`config.mk`:
```
export PLATFORM = sky130hd
export DESIGN_NAME = otp_auth_fsm
export DESIGN_NICKNAME = d
export VERILOG_FILES = /design/src/rtl/otp_pkg.sv /design/src/rtl/otp_hold_timer.sv /design/src/rtl/otp_auth_fsm.sv
export SDC_FILE = /design/constraint.sdc
export NUM_CORES = 1
export LEC_CHECK = 0
export ABC_CLOCK_PERIOD_IN_PS = 3300
export BUFFER_PORTS_ARGS = -buffer_cell sky130_fd_sc_hd__buf_2
export CAP_MARGIN = 40
export CORE_MARGIN = 2
export CORE_UTILIZATION = 49
export CTS_CLUSTER_DIAMETER = 200
export CTS_CLUSTER_SIZE = 40
export DETAILED_ROUTE_END_ITERATION = 10
export HOLD_SLACK_MARGIN = 0.02
export PLACE_DENSITY = 0.69
export SETUP_SLACK_MARGIN = 0.15
export SYNTH_ARGS = -nofsm -noshare
export SYNTH_HDL_FRONTEND = slang
export SYNTH_SLANG_ARGS = --single-unit
```
`constraint.sdc`:
```
create_clock -name clk -period 3.3 [get_ports clk]
set_input_delay 0.66 -clock clk [delete_from_list [all_inputs] [get_ports clk]]
set_output_delay 0.66 -clock clk [all_outputs]
set_load 0.005 [all_outputs]
```
`src/rtl/otp_pkg.sv`:
```
// Shared types and sizing helpers for the OTP authentication controller.
package otp_pkg;

  // Controller states; IDLE must stay at encoding zero.
  typedef enum logic [2:0] {
    ST_IDLE        = 3'd0,
    ST_GEN         = 3'd1,
    ST_ENTER       = 3'd2,
    ST_CHECK       = 3'd3,
    ST_UNLOCK_HOLD = 3'd4,
    ST_EXPIRE_HOLD = 3'd5,
    ST_LOCKOUT     = 3'd6
  } state_e;

  // Bits needed for a down-counter whose largest load is n-1 (at least one bit).
  function automatic int cnt_w(input longint unsigned n);
    return (n < 64'd2) ? 1 : $clog2(n);
  endfunction

endpackage

```
`src/rtl/otp_hold_timer.sv`:
```
// Loadable down-counter that saturates at zero and flags when it is there.
module otp_hold_timer #(
  parameter int W = 8
) (
  input  logic         clk,
  input  logic         reset,
  input  logic         load_i,
  input  logic [W-1:0] load_val_i,
  input  logic         en_i,
  output logic         done_o
);

  logic [W-1:0] cnt_q;

  // Load takes priority over counting; the count never wraps below zero.
  always_ff @(posedge clk or negedge reset) begin
    if (!reset) begin
      cnt_q <= '0;
    end else if (load_i) begin
      cnt_q <= load_val_i;
    end else if (en_i && (cnt_q != '0)) begin
      cnt_q <= cnt_q - W'(1);
    end
  end

  assign done_o = (cnt_q == '0);

endmodule

```
`src/rtl/otp_auth_fsm.sv`:
```
// One-time-password entry controller: latches a generated OTP, collects
// user digits, compares, and holds unlock / expired / locked indications.
module otp_auth_fsm
  import otp_pkg::*;
#(
  parameter int              DIGITS       = 4,
  parameter int              DIGIT_W      = 4,
  parameter int              MAX_ATTEMPTS = 3,
  parameter longint unsigned EXPIRE_CYC   = 64'd3_000_000_000,
  parameter longint unsigned HOLD_CYC     = 64'd500_000_000,
  parameter longint unsigned LOCKOUT_CYC  = 64'd500_000_000
) (
  input  logic                                clk,
  input  logic                                reset,
  input  logic [DIGITS*DIGIT_W-1:0]           otp_in,
  input  logic                                otp_valid,
  input  logic [DIGIT_W-1:0]                  digit_in,
  input  logic                                digit_valid,
  input  logic                                clear_in,
  output logic                                unlock,
  output logic                                expired,
  output logic                                locked,
  output logic                                busy,
  output logic [$clog2(MAX_ATTEMPTS+1)-1:0]   attempts,
  output logic [DIGITS*DIGIT_W-1:0]           entry_out,
  output logic [DIGITS*DIGIT_W-1:0]           otp_out
);

  localparam int              W        = DIGITS * DIGIT_W;
  localparam int              IW       = $clog2(DIGITS + 1);
  localparam int              AW       = $clog2(MAX_ATTEMPTS + 1);
  localparam int              EW       = cnt_w(EXPIRE_CYC);
  localparam longint unsigned HOLD_MAX = (HOLD_CYC > LOCKOUT_CYC) ? HOLD_CYC : LOCKOUT_CYC;
  localparam int              HW       = cnt_w(HOLD_MAX);

  localparam logic [EW-1:0] EXP_LOAD  = EW'(EXPIRE_CYC - 64'd1);
  localparam logic [HW-1:0] HOLD_LOAD = HW'(HOLD_CYC - 64'd1);
  localparam logic [HW-1:0] LOCK_LOAD = HW'(LOCKOUT_CYC - 64'd1);
  localparam logic [IW-1:0] LAST_IDX  = IW'(DIGITS - 1);
  localparam logic [AW-1:0] ATT_MAX   = AW'(MAX_ATTEMPTS);

  state_e               state_q;
  logic [W-1:0]         otp_q;
  logic [DIGIT_W-1:0]   entry_q [DIGITS];
  logic [IW-1:0]        idx_q;
  logic [AW-1:0]        attempts_q;

  logic [W-1:0]         entry_flat;
  logic                 match;
  logic [AW-1:0]        att_inc;

  logic                 exp_load, exp_en, exp_done;
  logic [EW-1:0]        exp_val;
  logic                 hold_load, hold_en, hold_done;
  logic [HW-1:0]        hold_val;

  // Digit 0 occupies the most-significant field of the flattened entry.
  for (genvar gi = 0; gi < DIGITS; gi++) begin : g_flat
    assign entry_flat[(DIGITS-1-gi)*DIGIT_W +: DIGIT_W] = entry_q[gi];
  end

  assign match   = (entry_flat == otp_q);
  assign att_inc = attempts_q + AW'(1);

  // Timer control: expiry runs across ENTER and CHECK; the hold timer is
  // loaded on the same edge that moves into a hold/lockout state.
  always_comb begin
    exp_load  = 1'b0;
    exp_val   = '0;
    exp_en    = 1'b0;
    hold_load = 1'b0;
    hold_val  = '0;
    hold_en   = 1'b0;
    case (state_q)
      ST_IDLE: begin
        exp_load  = 1'b1;
        hold_load = 1'b1;
      end
      ST_GEN: begin
        if (otp_valid) begin
          exp_load = 1'b1;
          exp_val  = EXP_LOAD;
        end
      end
      ST_ENTER: begin
        exp_en = 1'b1;
        if (exp_done) begin
          hold_load = 1'b1;
          hold_val  = HOLD_LOAD;
        end
      end
      ST_CHECK: begin
        exp_en = 1'b1;
        if (match) begin
          hold_load = 1'b1;
          hold_val  = HOLD_LOAD;
        end else if (att_inc == ATT_MAX) begin
          hold_load = 1'b1;
          hold_val  = LOCK_LOAD;
        end
      end
      ST_UNLOCK_HOLD, ST_EXPIRE_HOLD, ST_LOCKOUT: begin
        hold_en = 1'b1;
      end
      default: ;
    endcase
  end

  otp_hold_timer #(.W(EW)) u_expiry_timer (
    .clk        (clk),
    .reset      (reset),
    .load_i     (exp_load),
    .load_val_i (exp_val),
    .en_i       (exp_en),
    .done_o     (exp_done)
  );

  otp_hold_timer #(.W(HW)) u_hold_timer (
    .clk        (clk),
    .reset      (reset),
    .load_i     (hold_load),
    .load_val_i (hold_val),
    .en_i       (hold_en),
    .done_o     (hold_done)
  );

  // Main controller: state, latched OTP, digit storage and attempt count.
  // Session data is also cleared on the way into IDLE so IDLE always
  // presents the same zeroed outputs as reset.
  always_ff @(posedge clk or negedge reset) begin
    if (!reset) begin
      state_q    <= ST_IDLE;
      otp_q      <= '0;
      idx_q      <= '0;
      attempts_q <= '0;
      for (int i = 0; i < DIGITS; i++) entry_q[i] <= '0;
    end else begin
      case (state_q)
        ST_IDLE: begin
          otp_q      <= '0;
          idx_q      <= '0;
          attempts_q <= '0;
          for (int i = 0; i < DIGITS; i++) entry_q[i] <= '0;
          state_q    <= ST_GEN;
        end
        ST_GEN: begin
          if (otp_valid) begin
            otp_q   <= otp_in;
            state_q <= ST_ENTER;
          end
        end
        ST_ENTER: begin
          if (exp_done) begin
            state_q <= ST_EXPIRE_HOLD;
          end else if (clear_in) begin
            idx_q <= '0;
            for (int i = 0; i < DIGITS; i++) entry_q[i] <= '0;
          end else if (digit_valid) begin
            for (int i = 0; i < DIGITS; i++) begin
              if (idx_q == IW'(i)) entry_q[i] <= digit_in;
            end
            idx_q <= idx_q + IW'(1);
            if (idx_q == LAST_IDX) state_q <= ST_CHECK;
          end
        end
        ST_CHECK: begin
          if (match) begin
            state_q <= ST_UNLOCK_HOLD;
          end else begin
            attempts_q <= att_inc;
            idx_q      <= '0;
            for (int i = 0; i < DIGITS; i++) entry_q[i] <= '0;
            state_q    <= (att_inc == ATT_MAX) ? ST_LOCKOUT : ST_ENTER;
          end
        end
        ST_UNLOCK_HOLD, ST_EXPIRE_HOLD, ST_LOCKOUT: begin
          if (hold_done) begin
            otp_q      <= '0;
            idx_q      <= '0;
            attempts_q <= '0;
            for (int i = 0; i < DIGITS; i++) entry_q[i] <= '0;
            state_q    <= ST_IDLE;
          end
        end
        default: state_q <= ST_IDLE;
      endcase
    end
  end

  assign unlock    = (state_q == ST_UNLOCK_HOLD);
  assign expired   = (state_q == ST_EXPIRE_HOLD);
  assign locked    = (state_q == ST_LOCKOUT);
  assign busy      = (state_q != ST_IDLE);
  assign attempts  = attempts_q;
  assign entry_out = entry_flat;
  assign otp_out   = otp_q;

endmodule

```
Yosys cells after proc, flatten, opt, wreduce, memory -nomap -nowiden
Cells that the tools add are included.
Word-level totals
  register bits: 101
  input bits: 25
  output and inout bits: 38
  word-level logic and storage cells: 108
Cells by class
  add/subtract/negate cells: 4
  eq/ne operators: 23
  mux-type cells: 47
  reduce and logical (&&, ||, !) cells: 24
Operator list (number)
  $mux W29: 5
  $mux W32: 4
  $mux W16: 6
  $pmux W16 S4: 1
  $pmux W29 S2: 1
  $pmux W16 S3: 1
  $mux W3: 12
  $logic_not A32 Y1: 1
  $reduce_bool A32 Y1: 1
  $sub A32 B1 Y32 const B: 1
  $logic_not A29 Y1: 1
  $reduce_bool A29 Y1: 1
  $sub A29 B1 Y29 const B: 1
  $ne A3 B3 Y1 const B: 8
  $reduce_and A6 Y1: 4
  $eq A16 B16 Y1: 1
  $mux W4: 4
  $pmux W3 S5: 1
  $eq A3 B2 Y1 const B: 4
  $pmux W3 S4: 1
  $reduce_and A5 Y1: 2
  $eq A3 B3 Y1 const B: 3
  $reduce_bool A3 Y1: 3
  $ne A2 B2 Y1 const B: 4
  16 further kinds: 27

Depth between registers and ports, before layout
  word-level depth: 6
  gate-level depth with buffers: 10

Cells and area by module
Synthesis repeated with hierarchy kept, for this count alone.
Second synthesis, totals
  cells, all modules: 710
  area, all modules: 6293.5 µm²
Modules (own cells, without submodules)
  otp_auth_fsm: times used 1, cells an instance 261, area an instance 2343.5 µm²
  otp_hold_timer at u_expiry_timer: times used 1, cells an instance 234, area an instance 2067.0 µm²
  otp_hold_timer at u_hold_timer: times used 1, cells an instance 215, area an instance 1883.1 µm²

Worst setup path before layout
Ideal clock, no wire load.
  kind: register to output
  start point: register state_q[1]
  end point: output busy
  data arrival time: 1.902 ns
  slack: 0.738 ns
  stages on the path, launching flop included: 9
  cells stage by stage: dfrtp_1 -> clkbuf_1 -> nor3b_2 -> and2_1 -> clkbuf_1 -> nor2_1 -> clkbuf_1 -> inv_1 -> buf_2
Between the ends
  cells in the longest elaborated chain, start to end: 1
Ends and longest elaborated chain
  from (decl): RTL line otp_auth_fsm.sv:42  | state_e state_q;
  from (signal assigned): RTL line otp_auth_fsm.sv:173  | state_q <= (att_inc == ATT_MAX) ? ST_LOCKOUT : ST_ENTER;
  $reduce_bool A3 Y1: RTL line otp_auth_fsm.sv:193  | assign busy = (state_q != ST_IDLE);
  to (decl): RTL line otp_auth_fsm.sv:23  | output logic busy,
No other way between the ends.

Final worst setup path
  start point: register state_q[0]
  end point: output busy
The elaborated chain is that of the path after synthesis.

==> results.py <==
metrics = {
    "placed_design": {
        "place_inst": 794,
        "gp_congestion": 0.8577,
        "portBuffers": 62,
        "hpwl_um": 9596,
        "post_dp_cell_area_um2": 6042,
    },
    "synthesis": {
        "synth_area_um2": 5540,
        "ys.flop_type": "dfrtp_1",
        "syn_area_per_cell_um2": 9.158,
        "async_flop_share": 1.000,
        "synth_area_leader_cell": "dfrtp_1",
        "netlist_instances": 605,
        "syn-num-nets": 640,
        "ys_warn_count": 0,
        "synth.distinct_cells": 54,
        "yosysSeqAreaShare": 0.4562,
        "synth_top_cell_area_share": 0.4562,
        "ys_ff_latch": 101,
        "synth_area_leaders": "dfrtp_1 (46%), o21ai_0 (4.9%), nand2_1 (4.8%), nor2_1 (3.9%), xnor2_1 (3.3%)",
        "synth_edf_count": 0,
    },
    "worst_setup_path": {
        "cp.arrival_ps": 2310,
        "cp_slowest_cell": "dfrtp_1",
        "slowest_delay_ps": 590,
        "crit_buf_inv": 2,
        "crit_path_start_kind": "register",
        "path_class": "reg2out",
        "worstPathCellList": "nor3b_2, and2_1, nor2_1, inv_1, buf_2",
        "critPathRequiredTime_ps": 2640,
        "crit_path_end_kind": "primary output",
        "cp_max_fo": 14,
        "crit_family": "simple AND/OR/NAND/NOR gates",
    },
    "drt": {
        "detail-route-antenna-nets": 0,
        "drtPass1Iterations": 5,
        "first_iter_violations": 338,
        "routedWlPerCell_um": 16.80,
        "vias": 4822,
        "totalWireLength_um": 13610,
        "vias_per_cell": 5.953,
        "drc_errors": 0,
    },
    "layout": {
        "diodes": 0,
        "nFillCells": 962,
        "final_area_um2": 6355,
        "layout_commonest_cell": "dfrtp_1",
        "area_growth_pct": 14.70,
        "fin_util": 0.5811,
        "final_cell_mix": "dfrtp_1 (101), nand2_1 (71), buf_2 (61)",
        "fin_cells": 810,
        "drive_gt1_frac": 0.1642,
        "nNetsFinal": 700,
    },
    "clocking": {
        "postCtsSetupBuffers": 0,
        "cts_tree": "yes",
        "cts_sinks": 101,
        "htreeDepth": 3,
        "worstSkewPairLatency_ps": 350,
        "clock_path_buffers": 2,
        "cts_hold_buf": 0,
        "cts_resized": 0,
        "path_clk_slew_ps": 70,
        "root_buffer": "clkbuf_16",
        "cts_buffers": 9,
    },
    "floorplanning": {
        "ioPinCount": 63,
        "die_w_um": 110.3,
        "die_area_um2": 12170,
        "core_um2": 10940,
        "die_y_um": 110.3,
        "fp-row-count": 38,
        "start_util": 0.5066,
    },
    "sta": {
        "min_period_ps": 2971,
        "hold_viol": 0,
        "rsz0062_at_grt": "no",
        "fin_skew_ps": 7.378,
        "fin_crit_sh": 0.9004,
        "max_slew.worst_pin.slew_ps": 723.1,
        "slew_headroom": 0.5157,
        "setup_tns_ps": 0,
        "fmax_mhz": 336.6,
        "setup_violations": 0,
        "maxSlewViolCount": 0,
    },
    "global_routing": {
        "grt.total_usage": 0.2355,
        "grt_pass1_wl_um": 22230,
        "grt_max_degree": 52,
        "antenna_found_initial": 0,
        "grt_pass1_vias": 4671,
        "gr-total-overflow": 0,
    },
    "pwr": {
        "leakage_nw": 2.834,
        "seq_power_share": 0.341,
        "p_comb_frac": 0.480,
        "p_sw_frac": 0.4462,
        "p_per_area_nw_per_um2": 962.2,
        "ir_worst_vdd_mv": 0.4795,
        "fin_total_pwr_mw": 6.114,
        "power_frac_clock": 0.179,
        "intPower_mw": 3.386,
        "switching_power_mw": 2.728,
    },
    "outcome": {
        "outcome": "complete, no violations",
    },
    "run": {
        "maxCapViolCount": 0,
    },
    "worst_hold_path": {
        "hp-class": "in2async",
    },
}
## power by group through the flow
stage	registers, mW	logic, mW	clock network (mW)
after detailed placement	2.09	2.89	0
final	2.08	2.93	1.10
after CTS	2.07	2.92	1.12
after global placement	2.07	2.82	0
after floorplan	1.94	2.14	0
after global routing	2.14	3.26	1.17
## registers in the layout, summed over array words and instances, names as in the netlist
| name | flops |
|---|---|
| otp_out | 16 |
| u_hold_timer.cnt_q | 29 |
| attempts | 2 |
| u_expiry_timer.cnt_q | 32 |
| state_q | 3 |
| entry_out | 16 |
| idx_q | 3 |
## worst reg2reg max path, cell delays in order (launching register included)
cell	delay, ps
dfrtp_1	440
or4_4	580
or3_4	420
or4_4	570
a21oi_4	340
nor2_1	90
o22a_1	180
## through the flow
step | setup slack, ps | hold slack [ps]
after floorplan | 737.8 | 364.4
after global placement | 650.6 | 491.1
after detailed placement | 601.9 | 498.8
after CTS | 330.8 | 267.7
after global routing | 157.1 | 290.5
final | 328.8 | 256.7
## Yosys cell counts, drive strengths merged, types with 12 or more instances
library cell / n
a21oi: 26
clkbuf: 25
dfrtp: 101
inv: 13
nand2: 71
nand3: 33
nor2: 58
nor3: 24
nor4: 12
o21ai: 54
o2bb2ai: 14
xnor2: 21
xor2: 18
## path summary, 6_finish.rpt
check	start	to	slack, ps	cells after the start
min reg2reg	u_expiry_timer.cnt_q[26]	u_expiry_timer.cnt_q[26]	510	1
max	state_q[0]	busy	330	5
max in group asynchronous	reset	otp_out[14]	2250	3
min in group clk	u_expiry_timer.cnt_q[26]	u_expiry_timer.cnt_q[26]	510	1
min	reset	entry_out[8]	260	1
max reg2reg	u_expiry_timer.cnt_q[15]	u_expiry_timer.cnt_q[28]	580	6
## per-layer routing
layer,GRT usage,vias to the layer above,wire (um)
met5,0,-,0
met4,0.1063,0,368
met3,0.03351,29,719
met2,0.3983,155,6442
met1,0.3001,2319,6080
li1,-,2319,-
## layout make-up
cell class	count	area (um2)	share of cell area
multi-input cells	462	2838	0.4465
flip-flops and latches	101	2527	0.3977
repair buffers	78	452.9	0.07127
clock buffers	13	270.3	0.04253
well taps	140	175.2	0.02756
inverters	13	48.80	0.007679
clock inverters	3	42.54	0.006694
## cell families after synthesis
group / count (synthesis) / share of synthesized area
AND/OR/NAND/NOR: 256 / 0.2353
AO/OA/AOI/OAI: 150 / 0.1795
flip-flops: 101 / 0.4562
buffers and inverters: 42 / 0.03162
XOR/XNOR: 39 / 0.06165
adder cells (fa/ha/maj): 10 / 0.02258
multiplexers: 7 / 0.01310
No activity file was read; power rests on OpenSTA's default activity.
